### src/rtl/serial_add_pkg.sv
// Shared definitions for the bit-serial adder controller.
//   state_e : FSM state encoding (idle / run / done)
//   clog2   : bit counter width for a given operand width, minimum 1
package serial_add_pkg;

  typedef enum logic [1:0] {
    StIdle = 2'd0,
    StRun  = 2'd1,
    StDone = 2'd2
  } state_e;

  // Smallest r with 2**r >= value, never less than 1 so the counter always has a bit.
  function automatic int unsigned clog2(input int unsigned value);
    int unsigned r;
    r = 0;
    for (int i = 0; i < 32; i++) begin
      if ((64'd1 << i) < 64'(value)) begin
        r = i + 1;
      end
    end
    return (r == 0) ? 1 : r;
  endfunction

endpackage

### src/rtl/fa_decoder3x8.sv
// Combinational full adder built from a 3-to-8 one-hot decoder.
// Ports:
//   a_i, b_i, c_i : addend bits and carry in
//   sum_o         : OR of minterms 1, 2, 4, 7
//   carry_o       : OR of minterms 3, 5, 6, 7
module fa_decoder3x8 (
  input  logic a_i,
  input  logic b_i,
  input  logic c_i,
  output logic sum_o,
  output logic carry_o
);

  logic [7:0] minterm;

  always_comb begin
    minterm = 8'b0000_0001 << {a_i, b_i, c_i};
    sum_o   = minterm[1] | minterm[2] | minterm[4] | minterm[7];
    carry_o = minterm[3] | minterm[5] | minterm[6] | minterm[7];
  end

endmodule

### src/rtl/serial_add_ctrl.sv
// Bit-serial adder controller: adds two WIDTH-bit operands one bit per clock, LSB first.
// Optional feature: define SERIAL_ADD_OVF_EN to build the signed-overflow flag; otherwise
// ovf is tied to 0.
// Ports:
//   clk, rst      : clock, asynchronous active-high reset
//   start, a, b   : request and operands, accepted only in idle
//   busy          : high while bit steps are in progress
//   done          : one-cycle pulse when sum/cout/ovf are valid
//   sum, cout     : result and carry out, held until the next accepted start
//   ovf           : signed overflow of the last addition
module serial_add_ctrl
  import serial_add_pkg::*;
#(
  parameter int unsigned WIDTH = 8
) (
  input  logic             clk,
  input  logic             rst,
  input  logic             start,
  input  logic [WIDTH-1:0] a,
  input  logic [WIDTH-1:0] b,
  output logic             busy,
  output logic             done,
  output logic [WIDTH-1:0] sum,
  output logic             cout,
  output logic             ovf
);

  localparam int unsigned     CntW    = clog2(WIDTH);
  localparam logic [CntW-1:0] LastCnt = CntW'(WIDTH - 1);

  state_e           state_q, state_d;
  logic [WIDTH-1:0] a_q, a_d;
  logic [WIDTH-1:0] b_q, b_d;
  logic [WIDTH-1:0] sum_q, sum_d;
  logic [CntW-1:0]  cnt_q, cnt_d;
  logic             carry_q, carry_d;

  logic             load;
  logic             step;
  logic             last_step;
  logic             bit_sum;
  logic             bit_carry;

  fa_decoder3x8 u_fa (
    .a_i     (a_q[0]),
    .b_i     (b_q[0]),
    .c_i     (carry_q),
    .sum_o   (bit_sum),
    .carry_o (bit_carry)
  );

  // State register
  always_ff @(posedge clk or posedge rst) begin
    if (rst) begin
      state_q <= StIdle;
    end else begin
      state_q <= state_d;
    end
  end

  // Next-state logic
  always_comb begin
    state_d = state_q;
    unique case (state_q)
      StIdle: if (start) state_d = StRun;
      StRun:  if (cnt_q == LastCnt) state_d = StDone;
      StDone: state_d = StIdle;
      default: state_d = StIdle;
    endcase
  end

  // Outputs
  always_comb begin
    busy = (state_q == StRun);
    done = (state_q == StDone);
  end

  // Datapath
  always_comb begin
    load      = (state_q == StIdle) && start;
    step      = (state_q == StRun);
    last_step = step && (cnt_q == LastCnt);

    a_d     = a_q;
    b_d     = b_q;
    sum_d   = sum_q;
    cnt_d   = cnt_q;
    carry_d = carry_q;

    if (load) begin
      a_d     = a;
      b_d     = b;
      sum_d   = '0;
      cnt_d   = '0;
      carry_d = 1'b0;
    end else if (step) begin
      // After WIDTH shifts the first sum bit has walked down to bit 0.
      sum_d   = {bit_sum, sum_q[WIDTH-1:1]};
      a_d     = a_q >> 1;
      b_d     = b_q >> 1;
      cnt_d   = cnt_q + CntW'(1);
      carry_d = bit_carry;
    end
  end

  always_ff @(posedge clk or posedge rst) begin
    if (rst) begin
      a_q     <= '0;
      b_q     <= '0;
      sum_q   <= '0;
      cnt_q   <= '0;
      carry_q <= 1'b0;
    end else begin
      a_q     <= a_d;
      b_q     <= b_d;
      sum_q   <= sum_d;
      cnt_q   <= cnt_d;
      carry_q <= carry_d;
    end
  end

  assign sum  = sum_q;
  // The carry flop holds the MSB carry out once the last step has run.
  assign cout = carry_q;

`ifdef SERIAL_ADD_OVF_EN
  logic ovf_q, ovf_d;

  // carry_q is the carry into the MSB during the final step.
  always_comb begin
    ovf_d = ovf_q;
    if (load) begin
      ovf_d = 1'b0;
    end else if (last_step) begin
      ovf_d = carry_q ^ bit_carry;
    end
  end

  always_ff @(posedge clk or posedge rst) begin
    if (rst) begin
      ovf_q <= 1'b0;
    end else begin
      ovf_q <= ovf_d;
    end
  end

  assign ovf = ovf_q;
`else
  logic unused_last_step;
  assign unused_last_step = last_step;
  assign ovf = 1'b0;
`endif

endmodule

### config.mk
export PLATFORM = sky130hd
export DESIGN_NAME = serial_add_ctrl
export DESIGN_NICKNAME = d
export VERILOG_FILES = /design/src/rtl/serial_add_pkg.sv /design/src/rtl/fa_decoder3x8.sv /design/src/rtl/serial_add_ctrl.sv
export SDC_FILE = /design/constraint.sdc
export NUM_CORES = 1
export LEC_CHECK = 0
export ABC_AREA = 0
export CELL_PAD_IN_SITES_DETAIL_PLACEMENT = 0
export CELL_PAD_IN_SITES_GLOBAL_PLACEMENT = 1
export CORE_ASPECT_RATIO = 0.6
export CORE_MARGIN = 2
export CORE_UTILIZATION = 48
export DETAILED_ROUTE_END_ITERATION = 10
export DONT_BUFFER_PORTS = 1
export PLACE_DENSITY_LB_ADDON = 0.1
export SYNTH_ARGS = -nofsm -noshare
export SYNTH_HDL_FRONTEND = slang
export SYNTH_HIERARCHICAL = 1
export SYNTH_SLANG_ARGS = --single-unit
### constraint.sdc
create_clock -name clk -period 2.1 [get_ports clk]
set_input_delay 0.42 -clock clk [delete_from_list [all_inputs] [get_ports clk]]
set_output_delay 0.42 -clock clk [all_outputs]
set_load 0.01 [all_outputs]
# ---- Yosys cells after proc, flatten, opt, wreduce, memory -nomap -nowiden
# Index checks and enable logic that the tools add are counted.
dict set report word_totals {
  in_bits 19
  wordCells 36
  out_inout_bits 12
  register_bits 30
}
dict set report classes {
  n_eq_ne 5
  n_shift 1
  muxes 13
  bitwise 6
  addsub 1
  n_reduce_logical 4
}
# operator n
set ops {}
lappend ops {{$mux W8} 6}
lappend ops {{$shl A1 B3 Y8 const A} 1}
lappend ops {{$mux W3} 2}
lappend ops {{$or A1 B1 Y1} 6}
lappend ops {{$mux W2} 2}
lappend ops {{$pmux W2 S2} 1}
lappend ops {{$add A3 B1 Y3 const B} 1}
lappend ops {{$eq A3 B3 Y1 const B} 1}
lappend ops {{$eq A2 B1 Y1 const B} 1}
lappend ops {{$eq A2 B2 Y1 const B} 1}
lappend ops {{$logic_not A2 Y1} 1}
lappend ops {{$mux W1} 2}
lappend ops {{$ne A2 B1 Y1 const B} 1}
lappend ops {{$ne A2 B2 Y1 const B} 1}
lappend ops {{$reduce_and A2 Y1} 1}
lappend ops {{$reduce_bool A2 Y1} 1}
lappend ops {{$logic_and A1 B1 Y1} 1}

# ---- Depth between registers and ports, before layout
# Gate-level depths: netlist of run 1.
dict set report depth {
  ltp_word 6
  depth_mapped 6
  ltp_nobuf 3
}

# ---- Cells and area by module
# Netlist of run 1, hierarchy kept.
# mod seq_area_each_um2 instances cells_per_inst area_each_um2
set modules_own_cells {}
lappend modules_own_cells {serial_add_ctrl 750.7 1 130 1408.9}
lappend modules_own_cells {fa_decoder3x8 0.0 1 1 20.0}

# ---- Least setup slack after synthesis of run 1
# Ideal clock, no wire load.
dict set report synth_timing {
  kind {register -> output}
  start {register state_q[1]}
  end {output port busy}
  path_buffers 3
  required_time_ns 1.680
  slack_ns 0.773
  path_stages_with_launch 6
  t_arrival_ns 0.907
  path_cell_list {dfrtp_1 > buf_6 > nand2b_4 > buf_6 > inv_2 > buf_6}
}
dict set report synth_via {
  elab_chain_cells 1
}
# element line
set synth_rtl {}
lappend synth_rtl {{start, declared} serial_add_ctrl.sv:31} ;# state_e state_q, state_d;
lappend synth_rtl {{start signal, assigned} serial_add_ctrl.sv:55} ;# state_q <= StIdle;
lappend synth_rtl {{start signal, assigned} serial_add_ctrl.sv:57} ;# state_q <= state_d;
lappend synth_rtl {{$eq A2 B1 Y1} serial_add_ctrl.sv:74} ;# busy = (state_q == StRun);
lappend synth_rtl {{end, declared} serial_add_ctrl.sv:21} ;# output logic busy,
# No other way between the ends.

# ---- Final worst setup path of run 1
dict set report layout_timing {
  start {register state_q[1]}
  end {output port done}
}
dict set report layout_via {
  elab_chain_cells 1
}
# element line
set layout_rtl {}
lappend layout_rtl {{$eq A2 B2 Y1} serial_add_ctrl.sv:75} ;# done = (state_q == StDone);
lappend layout_rtl {{end, declared} serial_add_ctrl.sv:22} ;# output logic done,
# No other way between the ends.

==> summary.md, run 1 <==
| Metric | Value |
|---|---|
| Status | completed |
| Per-cell routed wire length | 15.9 um |
| Worst setup EP type | output pin |
| Core footprint | 2850 sq um |
| Critical Path AT | 1.51 ns |
| Power Dens Cells | 1550 nW/um^2 |
| Most area-hungry cell type in the Yosys netlist | dfrtp_1 |
| DP HPWL | 1880 um |
| Maximum vdd drop | 0.000782 V |
| First-pass GRT wire length | 4640 um |
| Die height | 46.3 um |
| GR Util All Layers | 19.0% |
| Mapped Area | 1430 sq um |
| Tcrit/Tclk final | 92.1% |
| CP max FO | 19 |
| # hold bufs at CTS | 0 |
| Avg Cell Area, Syn | 10.9 sq um |
| Clk buf depth | 2 |
| Iter 0 DRT Violations | 70 |
| R2r startpoint | state_q[0] |
| DRT antenna net count | 0 |
| Fin Setup TNS | 0 ns |
| Startpoint Class | register |
| Port buffer count | 0 |
| Hold WS | 0.104 ns |
| Area growth syn-to-layout | 4.73% |
| CP startpoint | state_q[1] |
| Clk_lat worst skew | 0.28 ns |
| Clock skew | 0.00691 ns |
| Crit Path Class | register to output pin |
| Core Rows | 15 |
| Die X | 74.4 um |
| Largest net degree at the start of global routing | 31 |
| First drt pass iteration count | 4 |
| Leakage Power | 0.674 nW |
| Gp weighted congestion | 0.697 |
| Top cells by area, synth | dfrtp_1 53%, nor3_1 7.0%, a22o_1 6.7% |
| RSZ-0062 raised after global routing | false |
| CTS sink count | 30 |
| Initial antenna violation count | 0 |
| Final setup viols | 0 |
| Mapped Cells | 131 |
| CTS resizes | 0 |
| Clock slew at reported path FFs | 0.06 ns |
| H-tree Lvls | 2 |
| Fmax | 517 MHz |
| FF+latch count, synth | 30 |
| Distinct cells, synth | 24 |
| Max Slew Vio Count | 0 |
| Antenna fix cells | 0 |
| Routed WL | 2720 um |
| Setup bufs post-CTS | 0 |
| Post-synth top area share | 52.5% |
| CTS root buf | clkbuf_8 |
| Hold WC Path Type | primary input to async pin |
| Vias in the first global route | 926 |
| Hold Fails Final Rpt | 0 |
| Remaining DRCs | 0 |
| Worst-Margin Slew | 0.586 ns |
| CTS tree | yes |
| Critical Path RT | 1.68 ns |
| Synth warnings | 6 |
| Slew headroom | 61.0% |
| Layout cell share with drive strength beyond 1 | 16.3% |
| Register area share after synthesis | 52.5% |
| Grt ovf | 0 |
| Detail-routed via count per cell | 5.58 |
| Minimum clock period | 1.93 ns |
| Vias | 955 |
| Mapped Nets | 153 |
| Initial Util | 50.1% |
| CTS buffer count | 5 |
| DIE AREA | 3440 sq um |
| Io pins | 31 |
| Max cap viols | 0 |
| Nets | 150 |
## area by class of cell
cell class                      count  area [sq um]
Fill cell                         263          1360
Sequential cell                    30           751
Multi-Input combinational cell     84           568
Clock buffer                        7          86.3
Tap cell                           42          52.6
Inverter                            5          18.8
Timing Repair Buffer                2          15.0
Clock inverter                      1          5.00
## report_power, final
part | internal (mW) | switching, mW | total (mW)
registers | 0.841 | 0.275 | 1.12
logic | 0.357 | 0.380 | 0.737
clock network | 0.264 | 0.207 | 0.471
total | 1.46 | 0.862 | 2.32
## critical path, stage by stage, from the launching register on
cell     delay [ns]
dfrtp_1        0.70
inv_1          0.28
nor2_1         0.25
## per-stage QoR
step	power, mW	util [%]	instances	worst slack, ns	cell area (sq um)
final	2.32	52.5	171	0.166	1500
after global routing	2.52	52.5	171	0.0316	1500
after CTS	2.34	52.5	171	0.151	1500
after detailed placement	1.87	49.3	163	0.466	1410
after global placement	1.84	49.3	163	0.535	1410
after floorplan	1.77	-	131	0.773	1430
## registers in the layout, summed over array words and instances, names as in the netlist
signal / flops
a_q: 8
b_q: 8
cnt_q: 3
cout: 1
state_q: 2
sum: 8
## final timing paths
| kind | depth (start not counted) | slack (ns) | endpoint |
|---|---|---|---|
| setup / recovery | 2 | 0.17 | done |
| hold / removal | 2 | 0.10 | sum[1] |
| setup reg to reg | 3 | 0.57 | a_q[3] |
| hold reg to reg | 2 | 0.50 | a_q[7] |
| max in group asynchronous | 2 | 1.72 | cnt_q[2] |
| min in group clk | 2 | 0.31 | a_q[7] |
## logic make-up (layout without fill, tap and decap cells)
group | count (synthesis) | in the layout | synth area share (%)
AO/OA/AOI/OAI | 29 | 29 | 15.9
adder cells (fa/ha/maj) | 3 | 3 | 3.15
buffers and inverters | 17 | 15 | 7.71
flip-flops | 30 | 30 | 52.5
other | 1 | 1 | 0.262
AND/OR/NAND/NOR | 51 | 51 | 20.4
## Yosys cell counts (all sizes together)
library cell  count
nor2             14
o32ai             3
o21ba             1
fa                1
o21bai            1
o311ai            1
o22ai             6
dfrtp            30
a22o             11
inv               5
o21ai             2
nor3             28
buf              12
conb              1
nand2b            3
nand2             5
a21oi             4
ha                2
and3              1
## layout by cell type, fill, tap and decap left out, drive strengths merged
cell    synthesis  final
a21oi           4      4
a22o           11     11
and3            1      1
buf            12      2
clkbuf          0      7
clkinv          0      1
conb            1      1
dfrtp          30     30
fa              1      1
ha              2      2
inv             5      5
nand2           5      5
nand2b          3      3
nor2           14     14
nor3           28     28
o21ai           2      2
o21ba           1      1
o21bai          1      1
o22ai           6      6
o311ai          1      1
o32ai           3      3
## per-layer routing
metal / vias to the layer above / GRT usage, % / routed length, um
li1: 458 / - / -
met1: 462 / 28.9 / 1430
met2: 28 / 23.2 / 1020
met3: 7 / 7.88 / 244
met4: 0 / 7.50 / 34
met5: - / 0 / 0
(Power assumes the default switching activity.)
==> run 2, diff against run 1 <==
--- a/config.mk
+++ b/config.mk
@@ -8,7 +8,7 @@
 export ABC_AREA = 0
 export CELL_PAD_IN_SITES_DETAIL_PLACEMENT = 0
 export CELL_PAD_IN_SITES_GLOBAL_PLACEMENT = 1
-export CORE_ASPECT_RATIO = 0.6
+export CORE_ASPECT_RATIO = 1.1
 export CORE_MARGIN = 2
 export CORE_UTILIZATION = 48
 export DETAILED_ROUTE_END_ITERATION = 10
==> run 2 against run 1 <==
  * Clock-buffer cell count is 2 lower
  * First-iteration DRC count is 70% lower
  * Cell count is 5.3% lower
  * Clock skew is 0.0021 ns higher
==> summary.md, run 2 (same netlist as run 1, synthesis figures left out) <==
| Metric | Value |
|---|---|
| Grt ovf | 0 (unchanged) |
| Most frequent cells in the layout | 30 x dfrtp_1, 20 x nor3_1, 14 x nor2_1 |
| Critical Path RT | 1.68 ns (about the same) |
| Setup bufs post-CTS | 0 (unchanged) |
| Io pins | 31 (unchanged) |
| First drt pass iteration count | 2 (-2) |
| Clk buf depth | 2 (unchanged) |
| Remaining DRCs | 0 (unchanged) |
| CTS buffer count | 5 (unchanged) |
| Power Dens Cells | 1570 nW/um^2 (+0.81%) |
| Port buffer count | 0 (unchanged) |
| Fill count | 280 (+6.5%) |
| Vias in the first global route | 1003 (+8.3%) |
| Layout cell share with drive strength beyond 1 | 17.1% (+0.78 points) |
| Area growth syn-to-layout | 2.98% |
| Iter 0 DRT Violations | 21 (-70%) |
| Fin Setup TNS | 0 ns (unchanged) |
| Leakage Power | 0.671 nW (-0.49%) |
| Largest net degree at the start of global routing | 31 (unchanged) |
| # placed instances | 154 (-5.5%) |
| Hold WC Path Type | primary input to async pin |
| CP max FO | 19 (unchanged) |
| Die height | 61.2 um (+32%) |
| Minimum clock period | 1.94 ns (+0.00190 ns) |
| DRT antenna net count | 0 (unchanged) |
| Startpoint Class | register |
| # hold bufs at CTS | 0 (unchanged) |
| DP HPWL | 1880 um (+0.41%) |
| Worst r2r dst | b_q[0] |
| Final Cell Area | 1470 sq um (-1.7%) |
| Initial Util | 51.0% (+0.89 points) |
| Slew headroom | 64.2% (+3.2 points) |
| Initial antenna violation count | 0 (unchanged) |
| Worst-Margin Slew | 0.537 ns (-0.0484 ns) |
| Fmax | 517 MHz (about the same) |
| Clk_lat worst skew | 0.32 ns (+0.04 ns) |
| GR Util All Layers | 19.2% (+0.17 points) |
| CTS resizes | 0 (unchanged) |
| First-pass GRT wire length | 4840 um (+4.5%) |
| Antenna fix cells | 0 (unchanged) |
| FF-to-FF path depth | 3 (unchanged) |
| Detail-routed via count per cell | 5.83 (+4.3%) |
| Max cap viols | 0 (unchanged) |
| CTS sink count | 30 (unchanged) |
| Tcrit/Tclk final | 92.2% (about the same) |
| Max Slew Vio Count | 0 (unchanged) |
| Clock slew at reported path FFs | 0.10 ns (+0.04 ns) |
| Non-filler cells, final | 162 (-5.3%) |
| Gp weighted congestion | 0.710 (+1.9%) |
| Crit Path Class | register to output pin |
| Routed WL | 2780 um (+2.1%) |
| Clock skew | 0.00905 ns (+0.00213 ns) |
| Pre-CTS WS | 0.515 ns (+0.0493 ns) |
| Hold Fails Final Rpt | 0 (unchanged) |
| Core footprint | 2800 sq um (-1.8%) |
| Per-cell routed wire length | 17.2 um (+7.7%) |
| Commonest non-fill, non-tap cell in the layout | dfrtp_1 |
| Dpl cell area | 1390 sq um (-0.80%) |
| Critical Path AT | 1.52 ns (about the same) |
| Worst setup EP type | output pin |
| Nets | 150 (unchanged) |
| R2r startpoint | state_q[1] |
| Final setup viols | 0 (unchanged) |
| Vias | 944 (-1.2%) |
| Final core utilization | 52.5% (about the same) |
| DIE AREA | 3430 sq um (-0.39%) |
| CTS tree | yes |
| Die X | 56.0 um (-25%) |
| H-tree Lvls | 2 (unchanged) |
| CTS root buf | clkbuf_4 |
| Core Rows | 20 (+5) |
| Status | completed |
| Final worst slack | 0.164 ns (-0.00190 ns) |
| Maximum vdd drop | 0.000958 V (+23%) |
| RSZ-0062 raised after global routing | false |
| Reg-to-reg slack, setup | 0.62 ns (+0.05 ns) |
[run 2: cell count changes in the layout (fill, tap and decap cells not counted)]
cell / previous run / this run
clkbuf_8: 6 / 0
clkinv_2: 1 / 2
clkbuf_4: 0 / 5
bufinv_16: 0 / 1
clkbuf_1: 1 / 0
[run 2: power by group]
part	internal, mW	switching, mW	leakage, nW
clock network	0.247	0.204	0.0450
registers	0.839	0.245	0.366
logic	0.361	0.409	0.259
[run 2: stage by stage]
stage / power (mW) / hold slack [ns]
after global placement: 1.84 / 0.403
after detailed placement: 1.88 / 0.410
after global routing: 2.50 / 0.0445
final: 2.30 / 0.0455
after floorplan: 1.77 / 0.451
after CTS: 2.34 / 0.0404
[run 2: how the worst max path moves through the flow]
stage	startpoint	end	depth (start not counted)
finish	state_q[1]	done	2
global route	state_q[1]	done	2
CTS	state_q[1]	done	2
detailed placement	state_q[1]	done	2
global placement	state_q[1]	done	2
floorplan	state_q[1]	busy	5
[run 2: cell type report]
cell class	instances	area, sq um	share of cell area (%)
multi-input combinational	84	568	38.6
clock inverter	3	40.0	2.72
sequential	30	751	51.0
inverter	5	18.8	1.28
clock buffer	5	37.5	2.55
timing repair buffer	2	15.0	1.02
tap	33	41.3	2.81
[run 2: routing by layer]
metal  wire length (um)  up-vias  GRT usage [%]  share of wire [%]
met4                 36        0           7.14                1.3
met5                  0        -              0                  0
met2               1430       23           32.6                 51
li1                   -      458              -                  -
met1               1170      458           22.0                 42
met3                144        5           8.19                5.2
[run 2: worst max-delay path: stages (launching register included)]
cell	delay [ns]
dfrtp_1	0.69
inv_1	0.26
nor2_1	0.24
==> run 3, diff against run 2 <==
--- a/config.mk
+++ b/config.mk
@@ -10,7 +10,7 @@
 export CELL_PAD_IN_SITES_GLOBAL_PLACEMENT = 1
 export CORE_ASPECT_RATIO = 1.1
 export CORE_MARGIN = 2
-export CORE_UTILIZATION = 48
+export CORE_UTILIZATION = 51
 export DETAILED_ROUTE_END_ITERATION = 10
 export DONT_BUFFER_PORTS = 1
 export PLACE_DENSITY_LB_ADDON = 0.1
==> run 3 against run 2 <==
  * Wire length fell by 1.6%
  * Clock skew fell by 0.0032 ns
  * Cell area rose by 0.17%
  * Non-clock buffer count did not move
  * Critical path type unchanged
  * Highest routed layer unchanged
==> summary.md, run 3 (same netlist as run 1, synthesis figures left out) <==
| Metric | Value |
|---|---|
| Remaining DRCs | 0 (unchanged) |
| Final setup viols | 0 (unchanged) |
| Core footprint | 2730 sq um (-2.7%) |
| Grt ovf | 0 (unchanged) |
| Setup bufs post-CTS | 0 (unchanged) |
| Fin Setup TNS | 0 ns (unchanged) |
| Per-cell routed wire length | 16.9 um (-1.6%) |
| DRT antenna net count | 0 (unchanged) |
| Worst-Margin Slew | 0.559 ns (+0.0218 ns) |
| CTS buffer count | 5 (unchanged) |
| Critical Path AT | 1.45 ns (-0.07 ns) |
| CTS tree | yes |
| DIE AREA | 3240 sq um (-5.5%) |
| Commonest non-fill, non-tap cell in the layout | dfrtp_1 |
| Max Slew Vio Count | 0 (unchanged) |
| Critical-path top delay cell | dfrtp_1 |
| Clock slew at reported path FFs | 0.09 ns (about the same) |
| Cell Chain, Critical Path | nand2b_4 > inv_2 |
| Area growth syn-to-layout | 3.15% |
| Clock power frac | 18.9% (-0.6 points) |
| Iter 0 DRT Violations | 12 (-43%) |
| Fmax | 534 MHz (+3.3%) |
| Pwr Total | 2.29 mW (-0.54%) |
| Pint | 1.43 mW (-1.1%) |
| Port buffer count | 0 (unchanged) |
| GR Util All Layers | 20.0% (+0.86 points) |
| Largest net degree at the start of global routing | 31 (unchanged) |
| Io pins | 31 (unchanged) |
| CP max FO | 14 (-5) |
| Worst setup EP type | output pin |
| H-tree Lvls | 2 (unchanged) |
| Routed WL | 2730 um (-1.6%) |
| Layout cell share with drive strength beyond 1 | 17.8% (+0.78 points) |
| Minimum clock period | 1.87 ns (-0.0616 ns) |
| Detail-routed via count per cell | 5.93 (+1.8%) |
| Sw frac | 37.6% (+0.34 points) |
| Initial Util | 52.4% (+1.4 points) |
| Net switching power | 0.860 mW (+0.37%) |
| Antenna fix cells | 0 (unchanged) |
| Startpoint Class | register |
| Leakage Power | 0.669 nW (-0.30%) |
| Crit Path Class | register to output pin |
| First-pass GRT wire length | 4460 um (-8.0%) |
| CTS sink count | 30 (unchanged) |
| CP startpoint | state_q[0] |
| Most frequent cells in the layout | 29 x dfrtp_1, 20 x nor3_1, 14 x nor2_1 |
| Share of total power in combinational logic | 32.6% (-0.8 points) |
| Critical Path RT | 1.68 ns (about the same) |
| Hold WS | 0.0299 ns (-0.0156 ns) |
| Vias | 961 (+1.8%) |
| Clk_lat worst skew | 0.34 ns (+0.02 ns) |
| Clk buf depth | 2 (unchanged) |
| Hold Fails Final Rpt | 0 (unchanged) |
| Die X | 54.5 um (-2.8%) |
| Slew headroom | 62.7% (-1.5 points) |
| Initial antenna violation count | 0 (unchanged) |
| Max cap viols | 0 (unchanged) |
| Flop pwr share | 48.5% (+1.5 points) |
| Vias in the first global route | 976 (-2.7%) |
| R2r startpoint | state_q[0] |
| CTS root buf | clkbuf_4 |
| CP peak stage delay | 0.71 ns (+0.02 ns) |
| First drt pass iteration count | 2 (unchanged) |
| Power Dens Cells | 1550 nW/um^2 (-0.71%) |
| Clock skew | 0.00589 ns (-0.00316 ns) |
| Core Rows | 20 (unchanged) |
| Die height | 59.5 um (-2.8%) |
| Hold WC Path Type | primary input to async pin |
| # hold bufs at CTS | 0 (unchanged) |
| Status | completed |
| RSZ-0062 raised after global routing | false |
| Crit path max-delay family | flip-flops |
| DP HPWL | 1900 um (+0.95%) |
| Gp weighted congestion | 0.757 (+6.5%) |
| Maximum vdd drop | 0.000715 V (-25%) |
| Tcrit/Tclk final | 89.2% (-2.9 points) |
| Nets | 150 (unchanged) |
| Buffers and inverters on the worst path | 1 (unchanged) |
## run 3: changes by cell type in the layout (fill, tap and decap cells not counted), sizes merged
cell / delta
clkbuf: +3
clkinv: -2
bufinv: -1
## run 3: final cells by class
cell class | instances | area [sq um]
Timing Repair Buffer | 2 | 15.0
Clock buffer | 8 | 78.8
Inverter | 5 | 18.8
Multi-Input combinational cell | 84 | 568
Tap cell | 33 | 41.3
Sequential cell | 30 | 752
Fill cell | 253 | 1250
## run 3: metrics by stage
stage                     worst slack, ns  instance area [sq um]  std cells  util, %
final                               0.226                   1470        162     54.0
after global routing                0.114                   1470        162     54.0
after CTS                          0.0973                   1470        162     54.0
after detailed placement            0.496                   1390        154     51.1
after global placement              0.509                   1390        154     51.1
after floorplan                     0.773                   1430        131        -
## run 3: power by group through the flow
stage / clock network (mW) / logic (mW) / registers (mW)
2_1_floorplan: 0 / 0.751 / 1.02
3_3_place_gp: 0 / 0.719 / 1.12
3_5_place_dp: 0 / 0.758 / 1.13
4_1_cts: 0.439 / 0.763 / 1.12
5_1_grt: 0.465 / 0.844 / 1.16
6_report: 0.433 / 0.746 / 1.11
## run 3: what timing repair did
action                                  in CTS  in global routing
gates resized for setup                      0                  1
endpoints found under the hold margin        0                  0
endpoints found under the setup margin       0                  1
## run 3: final timing paths
| kind | endpoint | slack [ns] | cells after the start |
|---|---|---|---|
| max | busy | 0.23 | 2 |
| min | a_q[1] | 0.03 | 2 |
| max reg2reg | a_q[6] | 0.60 | 3 |
| min reg2reg | cnt_q[0] | 0.50 | 1 |
| max in group asynchronous | state_q[1] | 1.78 | 2 |
| min in group clk | a_q[7] | 0.22 | 2 |
## run 3: layer usage
layer | global-route usage (%) | share of wire, %
met5 | 0 | 0
met4 | 11.8 | 1.8
met3 | 7.83 | 7.3
met2 | 31.0 | 47
met1 | 23.1 | 43
